$ cat src/rtl/mult_div_unit_pkg.sv
// Shared encodings for the EX-stage multiply/divide unit: op codes, FSM states
// and small decode helpers used by the unit and its divider core.
package mult_div_unit_pkg;

    typedef enum logic [2:0] {
        MD_MULT  = 3'd0,
        MD_MULTU = 3'd1,
        MD_DIV   = 3'd2,
        MD_DIVU  = 3'd3,
        MD_MTHI  = 3'd4,
        MD_MTLO  = 3'd5,
        MD_RSV6  = 3'd6,
        MD_RSV7  = 3'd7
    } md_op_e;

    typedef enum logic [2:0] {
        ST_IDLE = 3'd0,
        ST_MUL  = 3'd1,
        ST_DIV  = 3'd2,
        ST_FIX  = 3'd3,
        ST_DONE = 3'd4
    } md_state_e;

    function automatic logic is_mul_op(input md_op_e op_v);
        return (op_v == MD_MULT) || (op_v == MD_MULTU);
    endfunction

    function automatic logic is_div_op(input md_op_e op_v);
        return (op_v == MD_DIV) || (op_v == MD_DIVU);
    endfunction

    function automatic logic is_signed_op(input md_op_e op_v);
        return (op_v == MD_MULT) || (op_v == MD_DIV);
    endfunction

    // States in which an operation is still in flight (results not yet committed)
    function automatic logic is_busy_state(input md_state_e st_v);
        return (st_v == ST_MUL) || (st_v == ST_DIV) || (st_v == ST_FIX);
    endfunction

endpackage

$ cat src/rtl/mult_div_unit_div_core.sv
// Unsigned restoring divider, one quotient bit per cycle. The first step is
// taken on the load edge so the full quotient is ready WIDTH-1 cycles later.
module div_core
    import mult_div_unit_pkg::*;
#(
    parameter int WIDTH = 32
) (
    input  logic             clk,
    input  logic             rst,
    input  logic             load,
    input  logic [WIDTH-1:0] dividend,
    input  logic [WIDTH-1:0] divisor,
    output logic [WIDTH-1:0] quotient,
    output logic [WIDTH-1:0] remainder,
    output logic             ready
);

    localparam int CNT_W = $clog2(WIDTH + 1);

    logic [WIDTH-1:0] rem_r;
    logic [WIDTH-1:0] quo_r;
    logic [WIDTH-1:0] dvs_r;
    logic [CNT_W-1:0] cnt_r;
    logic             ready_r;

    // One restoring step: shift the next dividend bit in, subtract if it fits
    function automatic logic [2*WIDTH-1:0] div_step(input logic [WIDTH-1:0] rem_v,
                                                     input logic [WIDTH-1:0] quo_v,
                                                     input logic [WIDTH-1:0] dvs_v);
        logic [WIDTH:0] trial_v;
        trial_v = {rem_v, quo_v[WIDTH-1]} - {1'b0, dvs_v};
        if (trial_v[WIDTH]) begin
            return {rem_v[WIDTH-2:0], quo_v[WIDTH-1], quo_v[WIDTH-2:0], 1'b0};
        end else begin
            return {trial_v[WIDTH-1:0], quo_v[WIDTH-2:0], 1'b1};
        end
    endfunction

    // Load operands (taking the first step) or iterate until the count runs out
    always_ff @(posedge clk or negedge rst) begin
        if (!rst) begin
            rem_r   <= {WIDTH{1'b0}};
            quo_r   <= {WIDTH{1'b0}};
            dvs_r   <= {WIDTH{1'b0}};
            cnt_r   <= {CNT_W{1'b0}};
            ready_r <= 1'b0;
        end else if (load) begin
            {rem_r, quo_r} <= div_step({WIDTH{1'b0}}, dividend, divisor);
            dvs_r          <= divisor;
            cnt_r          <= CNT_W'(WIDTH - 1);
            ready_r        <= 1'b0;
        end else if (cnt_r != {CNT_W{1'b0}}) begin
            {rem_r, quo_r} <= div_step(rem_r, quo_r, dvs_r);
            cnt_r          <= cnt_r - CNT_W'(1);
            ready_r        <= (cnt_r == CNT_W'(1));
        end else begin
            ready_r <= ready_r;
        end
    end

    assign quotient  = quo_r;
    assign remainder = rem_r;
    assign ready     = ready_r;

endmodule

$ cat src/rtl/mult_div_unit.sv
// Multiply/divide unit with HI/LO registers for the EX stage. Multiplies are a
// registered product plus a latency counter; divides run through div_core on
// magnitudes and get their signs restored in a final FIX cycle.
module mult_div_unit
    import mult_div_unit_pkg::*;
#(
    parameter int WIDTH      = 32,
    parameter int MUL_CYCLES = 4
) (
    input  logic             clk,
    input  logic             rst,
    input  logic             start,
    input  logic [2:0]       op,
    input  logic [WIDTH-1:0] a,
    input  logic [WIDTH-1:0] b,
    input  logic             rd_req,
    input  logic             flush,
    output logic [WIDTH-1:0] hi,
    output logic [WIDTH-1:0] lo,
    output logic             busy,
    output logic             stall,
    output logic             done,
    output logic             div_zero
);

    localparam int CNT_W = $clog2(WIDTH + MUL_CYCLES + 1);
    localparam logic [CNT_W-1:0] MUL_LOAD = CNT_W'(MUL_CYCLES - 1);
    localparam logic [CNT_W-1:0] DIV_LOAD = CNT_W'(WIDTH - 1);

    md_state_e        state_r, state_nxt_s;
    md_op_e           op_s;
    logic [CNT_W-1:0] cnt_r, cnt_nxt_s;
    logic [2*WIDTH-1:0] prod_r, prod_s, a_ext_s, b_ext_s;
    logic [WIDTH-1:0] hi_r, lo_r, hi_nxt_s, lo_nxt_s;
    logic [WIDTH-1:0] a_abs_s, b_abs_s, quo_s, rem_s;
    logic             dz_r, dz_nxt_s, done_r, busy_r;
    logic             neg_q_r, neg_r_r;
    logic             accept_s, is_signed_s, b_zero_s, div_load_s, div_ready_s;

    function automatic logic [WIDTH-1:0] negate_if(input logic [WIDTH-1:0] v, input logic neg);
        return neg ? (~v + {{(WIDTH-1){1'b0}}, 1'b1}) : v;
    endfunction

    assign op_s        = md_op_e'(op);
    assign accept_s    = start & ~flush & ((state_r == ST_IDLE) | (state_r == ST_DONE));
    assign is_signed_s = is_signed_op(op_s);
    assign b_zero_s    = (b == {WIDTH{1'b0}});
    assign a_abs_s     = negate_if(a, is_signed_s & a[WIDTH-1]);
    assign b_abs_s     = negate_if(b, is_signed_s & b[WIDTH-1]);
    assign div_load_s  = accept_s & is_div_op(op_s) & ~b_zero_s;
    assign a_ext_s     = {{WIDTH{is_signed_s & a[WIDTH-1]}}, a};
    assign b_ext_s     = {{WIDTH{is_signed_s & b[WIDTH-1]}}, b};
    assign prod_s      = a_ext_s * b_ext_s;

    div_core #(.WIDTH(WIDTH)) u_div_core (
        .clk       (clk),
        .rst       (rst),
        .load      (div_load_s),
        .dividend  (a_abs_s),
        .divisor   (b_abs_s),
        .quotient  (quo_s),
        .remainder (rem_s),
        .ready     (div_ready_s)
    );

    // Next state, latency counter and the HI/LO/div_zero values to commit
    always_comb begin
        state_nxt_s = state_r;
        cnt_nxt_s   = cnt_r;
        hi_nxt_s    = hi_r;
        lo_nxt_s    = lo_r;
        dz_nxt_s    = dz_r;
        case (state_r)
            ST_IDLE, ST_DONE: begin
                state_nxt_s = ST_IDLE;
                if (accept_s) begin
                    dz_nxt_s = 1'b0;
                    case (op_s)
                        MD_MULT, MD_MULTU: begin
                            if (MUL_CYCLES == 1) begin
                                state_nxt_s          = ST_DONE;
                                {hi_nxt_s, lo_nxt_s} = prod_s;
                            end else begin
                                state_nxt_s = ST_MUL;
                                cnt_nxt_s   = MUL_LOAD;
                            end
                        end
                        MD_DIV, MD_DIVU: begin
                            if (b_zero_s) begin
                                state_nxt_s = ST_DONE;
                                hi_nxt_s    = a;
                                lo_nxt_s    = {WIDTH{1'b1}};
                                dz_nxt_s    = 1'b1;
                            end else begin
                                state_nxt_s = ST_DIV;
                                cnt_nxt_s   = DIV_LOAD;
                            end
                        end
                        MD_MTHI: hi_nxt_s = a;
                        MD_MTLO: lo_nxt_s = a;
                        default: state_nxt_s = ST_IDLE;
                    endcase
                end else begin
                    state_nxt_s = ST_IDLE;
                end
            end
            ST_MUL: begin
                if (flush) begin
                    state_nxt_s = ST_IDLE;
                end else if (cnt_r == CNT_W'(1)) begin
                    state_nxt_s          = ST_DONE;
                    {hi_nxt_s, lo_nxt_s} = prod_r;
                end else begin
                    cnt_nxt_s = cnt_r - CNT_W'(1);
                end
            end
            ST_DIV: begin
                if (flush) begin
                    state_nxt_s = ST_IDLE;
                end else if (cnt_r == CNT_W'(1)) begin
                    state_nxt_s = ST_FIX;
                    cnt_nxt_s   = {CNT_W{1'b0}};
                end else begin
                    cnt_nxt_s = cnt_r - CNT_W'(1);
                end
            end
            ST_FIX: begin
                if (flush) begin
                    state_nxt_s = ST_IDLE;
                end else if (div_ready_s) begin
                    state_nxt_s = ST_DONE;
                    hi_nxt_s    = negate_if(rem_s, neg_r_r);
                    lo_nxt_s    = negate_if(quo_s, neg_q_r);
                end else begin
                    state_nxt_s = ST_FIX;
                end
            end
            default: state_nxt_s = ST_IDLE;
        endcase
    end

    // State, committed results, status flags and latched operand information
    always_ff @(posedge clk or negedge rst) begin
        if (!rst) begin
            state_r <= ST_IDLE;
            cnt_r   <= {CNT_W{1'b0}};
            hi_r    <= {WIDTH{1'b0}};
            lo_r    <= {WIDTH{1'b0}};
            dz_r    <= 1'b0;
            done_r  <= 1'b0;
            busy_r  <= 1'b0;
            prod_r  <= {(2*WIDTH){1'b0}};
            neg_q_r <= 1'b0;
            neg_r_r <= 1'b0;
        end else begin
            state_r <= state_nxt_s;
            cnt_r   <= cnt_nxt_s;
            hi_r    <= hi_nxt_s;
            lo_r    <= lo_nxt_s;
            dz_r    <= dz_nxt_s;
            done_r  <= (state_nxt_s == ST_DONE);
            busy_r  <= is_busy_state(state_nxt_s);
            if (accept_s && is_mul_op(op_s)) begin
                prod_r <= prod_s;
            end else begin
                prod_r <= prod_r;
            end
            if (div_load_s) begin
                neg_q_r <= is_signed_s & (a[WIDTH-1] ^ b[WIDTH-1]);
                neg_r_r <= is_signed_s & a[WIDTH-1];
            end else begin
                neg_q_r <= neg_q_r;
                neg_r_r <= neg_r_r;
            end
        end
    end

    assign hi       = hi_r;
    assign lo       = lo_r;
    assign busy     = busy_r;
    assign done     = done_r;
    assign div_zero = dz_r;
    assign stall    = busy_r & (start | rd_req);

endmodule

$ cat config.mk
export PLATFORM = sky130hd
export DESIGN_NAME = mult_div_unit
export DESIGN_NICKNAME = d
export VERILOG_FILES = /design/src/rtl/mult_div_unit_pkg.sv /design/src/rtl/mult_div_unit_div_core.sv /design/src/rtl/mult_div_unit.sv
export SDC_FILE = /design/constraint.sdc
export NUM_CORES = 2
export LEC_CHECK = 0
export CAP_MARGIN = 25
export CELL_PAD_IN_SITES_DETAIL_PLACEMENT = 1
export CELL_PAD_IN_SITES_GLOBAL_PLACEMENT = 2
export CORE_ASPECT_RATIO = 1.75
export CORE_MARGIN = 2
export CORE_UTILIZATION = 37
export DETAILED_ROUTE_END_ITERATION = 16
export PLACE_DENSITY_LB_ADDON = 0.1
export SLEW_MARGIN = 20
export SYNTH_ARGS = -nofsm -noshare
export SYNTH_HDL_FRONTEND = slang
export SYNTH_HIERARCHICAL = 1
export SYNTH_SLANG_ARGS = --single-unit
$ cat constraint.sdc
create_clock -name clk -period 3.1 [get_ports clk]
set_input_delay 0.62 -clock clk [delete_from_list [all_inputs] [get_ports clk]]
set_output_delay 0.62 -clock clk [all_outputs]
set_load 0.01 [all_outputs]
# Word-level counts from Yosys, hierarchy flattened
# Index checks and enable logic that the tools add are counted.
[classes]
add_sub_neg = 8
mul = 1
eq_ne = 27
mux = 50
bitwise = 17
reduce_logical = 20
[ops]
columns = ["cell", "n"]
rows = [
  ["2-to-1 mux 32 bit", 20],
  ["case mux 32 bit (3 select lines)", 2],
  ["adder 32 x 1 -> 32 bit, second input constant", 4],
  ["2-to-1 mux 64 bit", 2],
  ["inverter 32 bit", 4],
  ["case mux 32 bit (2 select lines)", 2],
  ["multiplier 33 x 33 -> 64 bit", 1],
  ["2-to-1 mux 6 bit", 8],
  ["subtractor 1 x 32 -> 33 bit", 1],
  ["subtractor 33 x 32 -> 33 bit", 1],
  ["logical NOT 32 bit", 1],
  ["2-to-1 mux 3 bit", 8],
  ["== test 3 x 2 -> 1 bit, second input constant", 6],
  ["case mux 6 bit (3 select lines)", 1],
  ["AND reduction 8 bit", 2],
  ["== test 3 bit, second input constant", 4],
  ["== test 6 x 1 -> 1 bit, second input constant", 2],
  ["!= test 2 bit, second input constant", 6],
  ["case mux 3 bit (4 select lines)", 1],
  ["case mux 6 bit (2 select lines)", 1],
  ["subtractor 6 x 1 -> 6 bit, second input constant", 2],
  ["== test 3 x 1 -> 1 bit, second input constant", 3],
  ["!= test 3 x 1 -> 1 bit, second input constant", 3],
  ["AND 1 bit", 8],
  ["16 further kinds", 30],
]
[word_totals]
reg_bits = 245
inputBits = 72
output_inout_bits = 68
elab_cells = 138

# Longest topological paths before layout
[depth]
depth_word = 8
depth_mapped = 33

# Modules after synthesis
# The synthesis kept the hierarchy.
[by_module_without_submodules]
columns = ["module", "n_inst", "cells_each", "area_each_um2", "seq_area_each_um2"]
rows = [
  ["mult_div_unit", 1, 5332, 46958.8, 3553.4],
  ["div_core", 1, 747, 6668.9, 2577.5],
]

# Worst setup path before layout
# Ideal clock, no wire load.
[synth_timing]
path_type = "input -> register"
start = "in op[2]"
end = "reg prod_r[58]"
setup_time_ns = 0.125
t_arrival_ns = 8.704
required_ns = 2.975
path_slack_ns = -5.728
stages = 30
path_cell_list = "nor2_1 > and2_1 > clkbuf_1 > clkbuf_1 > nand2_1 > inv_1 > fa_1 > fa_1 > fa_1 > inv_1 > fa_1 > inv_1 > fa_1 > fa_1 > inv_1 > fa_1 > fa_1 > inv_1 > ha_1 > and4_1 > nand4_1 > or2_2 > nor2b_1 > and3b_1 > a41oi_1 > a41oi_1 > o21ai_0 > nand2b_1 > xor2_1 > mux2_2"
[synth_via]
elab_chain_cells = 4
word_cells_on_any_way = 9
[synth_lines]
columns = ["element", "line", "rtl"]
rows = [
  ["start, declared", "mult_div_unit.sv:13", "input logic [2:0] op,"],
  ["== test 3 x 2 -> 1 bit or logical NOT 3 bit (tied branches)", "mult_div_unit_pkg.sv:33, mult_div_unit_pkg.sv:25", ""],
  ["logical OR 1 bit", "mult_div_unit_pkg.sv:33", "return (op_v == MD_MULT) || (op_v == MD_DIV);"],
  ["AND 1 bit, on equally long branches", "mult_div_unit.sv:51, mult_div_unit.sv:52", ""],
  ["multiplier 33 x 33 -> 64 bit", "mult_div_unit.sv:53", "assign prod_s = a_ext_s * b_ext_s;"],
  ["end signal, assigned", "mult_div_unit.sv:152", "prod_r <= {(2*WIDTH){1'b0}};"],
  ["end signal, assigned", "mult_div_unit.sv:164", "prod_r <= prod_s;"],
  ["end signal, assigned", "mult_div_unit.sv:166", "prod_r <= prod_r;"],
  ["end, declared", "mult_div_unit.sv:33", "logic [2*WIDTH-1:0] prod_r, prod_s, a_ext_s, b_ext_s;"],
]
# Parallel ways exist; a longest one is shown, timed or not.
# A chain may end at the register's enable or synchronous reset.

# Final worst setup path
[layout_timing]
start = "in op[0]"
end = "reg prod_r[58]"
# The elaborated chain is that of the path after synthesis.

==> metrics.txt <==
status=complete, but fails checks; failing checks=negative setup slack; relative max-transition margin=52.1%; Final #Nets=8395; post-synth top area cell=fa_1; WHS Path Cells=2; via count=between 40000 and 50000; Startpoint Class=input pin; skew final=0.0514 ns; Placeable Area=144000 um^2; HP Class=flop to flop; crit end category=flop; share of the synthesized area in the top cell type=about 42%; compound-gate portion of the synthesized area=9.14%; antenna-violating nets left=0; slowest CP cell=fa_2; dpl hpwl=around 190000 um; initial DRC count=1900; xor-xnor portion of the synthesized cell area=around 3.6%; final design area excluding fillers=~70000 um^2; Post-Synth Adder-Cell Area=a little under half; Remaining Overflow, GRT=0; Mapped Nets=7532; main combinational cell family by area after synthesis=adder cells; GR Util All Layers=31.7%; Simple-Gate Fraction of Synth Area=15.3%; EDFF count, synth=0; fin crit period=between 7 and 8 ns; FP Rows=around 180; routability cong.=approximately 0.9; largest buffer count on any clock path=3; register area share after synthesis=a little under an eighth; Multi-input gate area=about 44000 um^2; largest net degree at the start of global routing=138; largest cells by area after synthesis=fa_1 (42%), dfrtp_1 (11%), inv_1 (8.4%), nand2_1 (7.1%), ha_1 (5.9%); dpl ws=-5.83 ns; fin. max-slew vios=0; mux contribution to synthesized area=1.43%; # port buffers=between 100 and 150; share of layout cells above drive strength 1=about a quarter; # setup viols final=239; Syn Std Cell Area=53600 um^2; max cap viols=0; Synth cell types=85; period utilisation layout=244%; Top Ports=140; most frequent cells after synthesis=inv_1 (1196), fa_1 (1126), nand2_1 (1011), and2_1 (303), clkbuf_1 (300); Mapped Avg Cell Area=roughly 8.8 um^2; main flop type after synthesis=dfrtp_1; number of vias per cell=between 5 and 6; die footprint=roughly 150000 um^2; first-pass GRT wire length=between 300000 and 400000 um; CP max FO=8; Worst Reg-to-Reg Cells=13; register area=6130 um^2; WL/cell=approximately 26 um; Peak Freq=roughly 130 MHz; Die H=508 um; CTS buffer count=26; fillers=approximately 16000; most common cell in the synthesized netlist=inv_1; Hold EP=lo[23]$_DFFE_PN0P_; Slew @ Worst Pin=0.714 ns; Yosys warnings=6; CP arrival=8.06 ns; P&R area growth vs syn=30.2%; critical path class=input pin to flop; worst path buffer plus inverter count=9; synthesized flop and latch total=~250; Top cell by count, worst path=fa_1; drt first pass iters=5; number of global-route vias before repair=approximately 53000; Clk Latency, worst-skew pair=roughly 0.62 ns; endpoint of the worst register-to-register path=u_div_core/remainder[29]$_DFFE_PN0P_; TritonCTS clock tree=yes; initial antenna violation count=7; clock-pin slew on the worst setup and hold paths=roughly 0.060 ns; Die X=between 200 and 300 um; critical path's largest stage delay=approximately 0.63 ns; initial core utilization=a little under two fifths; Placement Cell Area=about 65000 um^2; Syn Inst Count=6079; CP Data Required Time=~3.6 ns; Fin. Hold Viols=0; clock sink count=between 200 and 250; worst hold start=lo[23]$_DFFE_PN0P_; root buffer cell=clkbuf_16; Async S/R FF share, synth=100%; Worst R2R Start=u_div_core/quotient[31]$_DFFE_PN0P_; RSZ-0062 raised after global routing=yes; Final WS setup=-4.46 ns; Reg2Reg Setup Slack=-0.63 ns; CTS H-Tree Depth=1; overall routed net length=between 200000 and 250000 um; delay-heaviest family, CP=adder cells; drt drc=0
worst max-delay path by stage:
stage                      from                      to  slack (ns)  depth (start not counted)
after CTS                 op[0]  prod_r[60]$_DFFE_PN0P_       -4.45                         31
after global routing      op[0]  prod_r[60]$_DFFE_PN0P_       -4.69                         30
after floorplan           op[2]  prod_r[58]$_DFFE_PN0P_       -4.77                         29
final                     op[0]  prod_r[58]$_DFFE_PN0P_       -4.46                         32
after detailed placement  op[2]  prod_r[60]$_DFFE_PN0P_       -5.83                         27
after global placement    op[2]  prod_r[60]$_DFFE_PN0P_       -5.78                         27
what timing repair did:
item                       CTS  global route
buffers inserted           100            57
pin swaps                  221           153
resized for setup          459           274
hold buffers                 1             0
setup endpoints to repair  240           240
hold endpoints to repair    39             0
cloned                       5             1
placed cells by master, fill, tap and decap left out, types with 27 or more instances in the layout:
| cell | Yosys | final |
|---|---|---|
| a21oi_1 | 195 | 157 |
| inv_1 | 1196 | 1129 |
| dfrtp_1 | 245 | 244 |
| buf_12 | 1 | 127 |
| nand2_1 | 1011 | 972 |
| mux2i_1 | 63 | 63 |
| nor3_1 | 36 | 27 |
| a21oi_2 | 30 | 60 |
| xnor2_1 | 109 | 90 |
| fa_2 | 0 | 80 |
| clkbuf_16 | 0 | 27 |
| a21o_1 | 54 | 54 |
| inv_2 | 0 | 57 |
| a211oi_1 | 55 | 38 |
| ha_4 | 0 | 63 |
| nor2_1 | 240 | 193 |
| o21ai_1 | 7 | 158 |
| clkdlybuf4s50_1 | 0 | 72 |
| and2_1 | 303 | 273 |
| fa_1 | 1126 | 1046 |
| nor2_2 | 0 | 29 |
| buf_4 | 3 | 844 |
| o21ai_0 | 237 | 64 |
| buf_6 | 5 | 116 |
| and2_4 | 0 | 30 |
| o22ai_1 | 32 | 32 |
| nand2b_1 | 29 | 27 |
| ha_1 | 255 | 191 |
| xor2_1 | 109 | 103 |
| o31ai_1 | 46 | 36 |
sequential cells by signal, summed over array words and instances, names as in the netlist:
register,flops
div_zero,1
state_r,3
u_div_core/quotient,32
u_div_core/remainder,32
u_div_core/dvs_r,32
u_div_core/ready,1
hi,32
neg_q_r,1
u_div_core/cnt_r,6
neg_r_r,1
cnt_r,6
prod_r,64
done,1
busy,1
lo,32
routing by layer:
metal,track usage (%),routed length [um]
met1,32.9,80900
met2,61.3,128000
met3,2.53,7100
met4,18.9,17700
met5,0,23
per-stage QoR:
stage / std cells / hold WS [ns] / TNS, ns / util [%]
finish: 8823 / 0.486 / -314.81 / 48.6
global route: 8820 / 0.518 / -345.48 / 48.6
CTS: 8770 / 0.489 / -304.20 / 47.5
detailed placement: 8626 / 0.472 / -606.25 / 45.1
global placement: 8626 / 0.464 / -605.34 / 45.1
floorplan: 6079 / 0.324 / -277.39 / -
final cells by class:
class                           instances  share of cell area, %
Inverter                             1196                   6.48
Tap cell                             1860                   3.33
Clock inverter                          9                  0.213
Clock buffer                           37                   1.05
Sequential cell                       245                   8.78
Timing Repair Buffer                 1213                   16.7
Multi-Input combinational cell       4260                   63.4
Antenna cell                            3                 0.0107
cells by family (layout without fill, tap and decap cells):
kind of cell	after synthesis	count (layout)
AO/OA/AOI/OAI	785	785
XOR/XNOR	218	218
adder cells (fa/ha/maj)	1381	1381
buffers and inverters	1574	2455
flip-flops	245	245
multiplexers	75	75
other	0	3
AND/OR/NAND/NOR	1801	1801
tightest hold or removal path, delay by kind of cell (launching register included):
family	cells	cell delay (ns)
simple gates	1	0.05
flops	1	0.34
compound gates	1	0.06
Power is not shown: default switching activity piles up to over one toggle a cycle in this logic, so the estimate is an artifact.
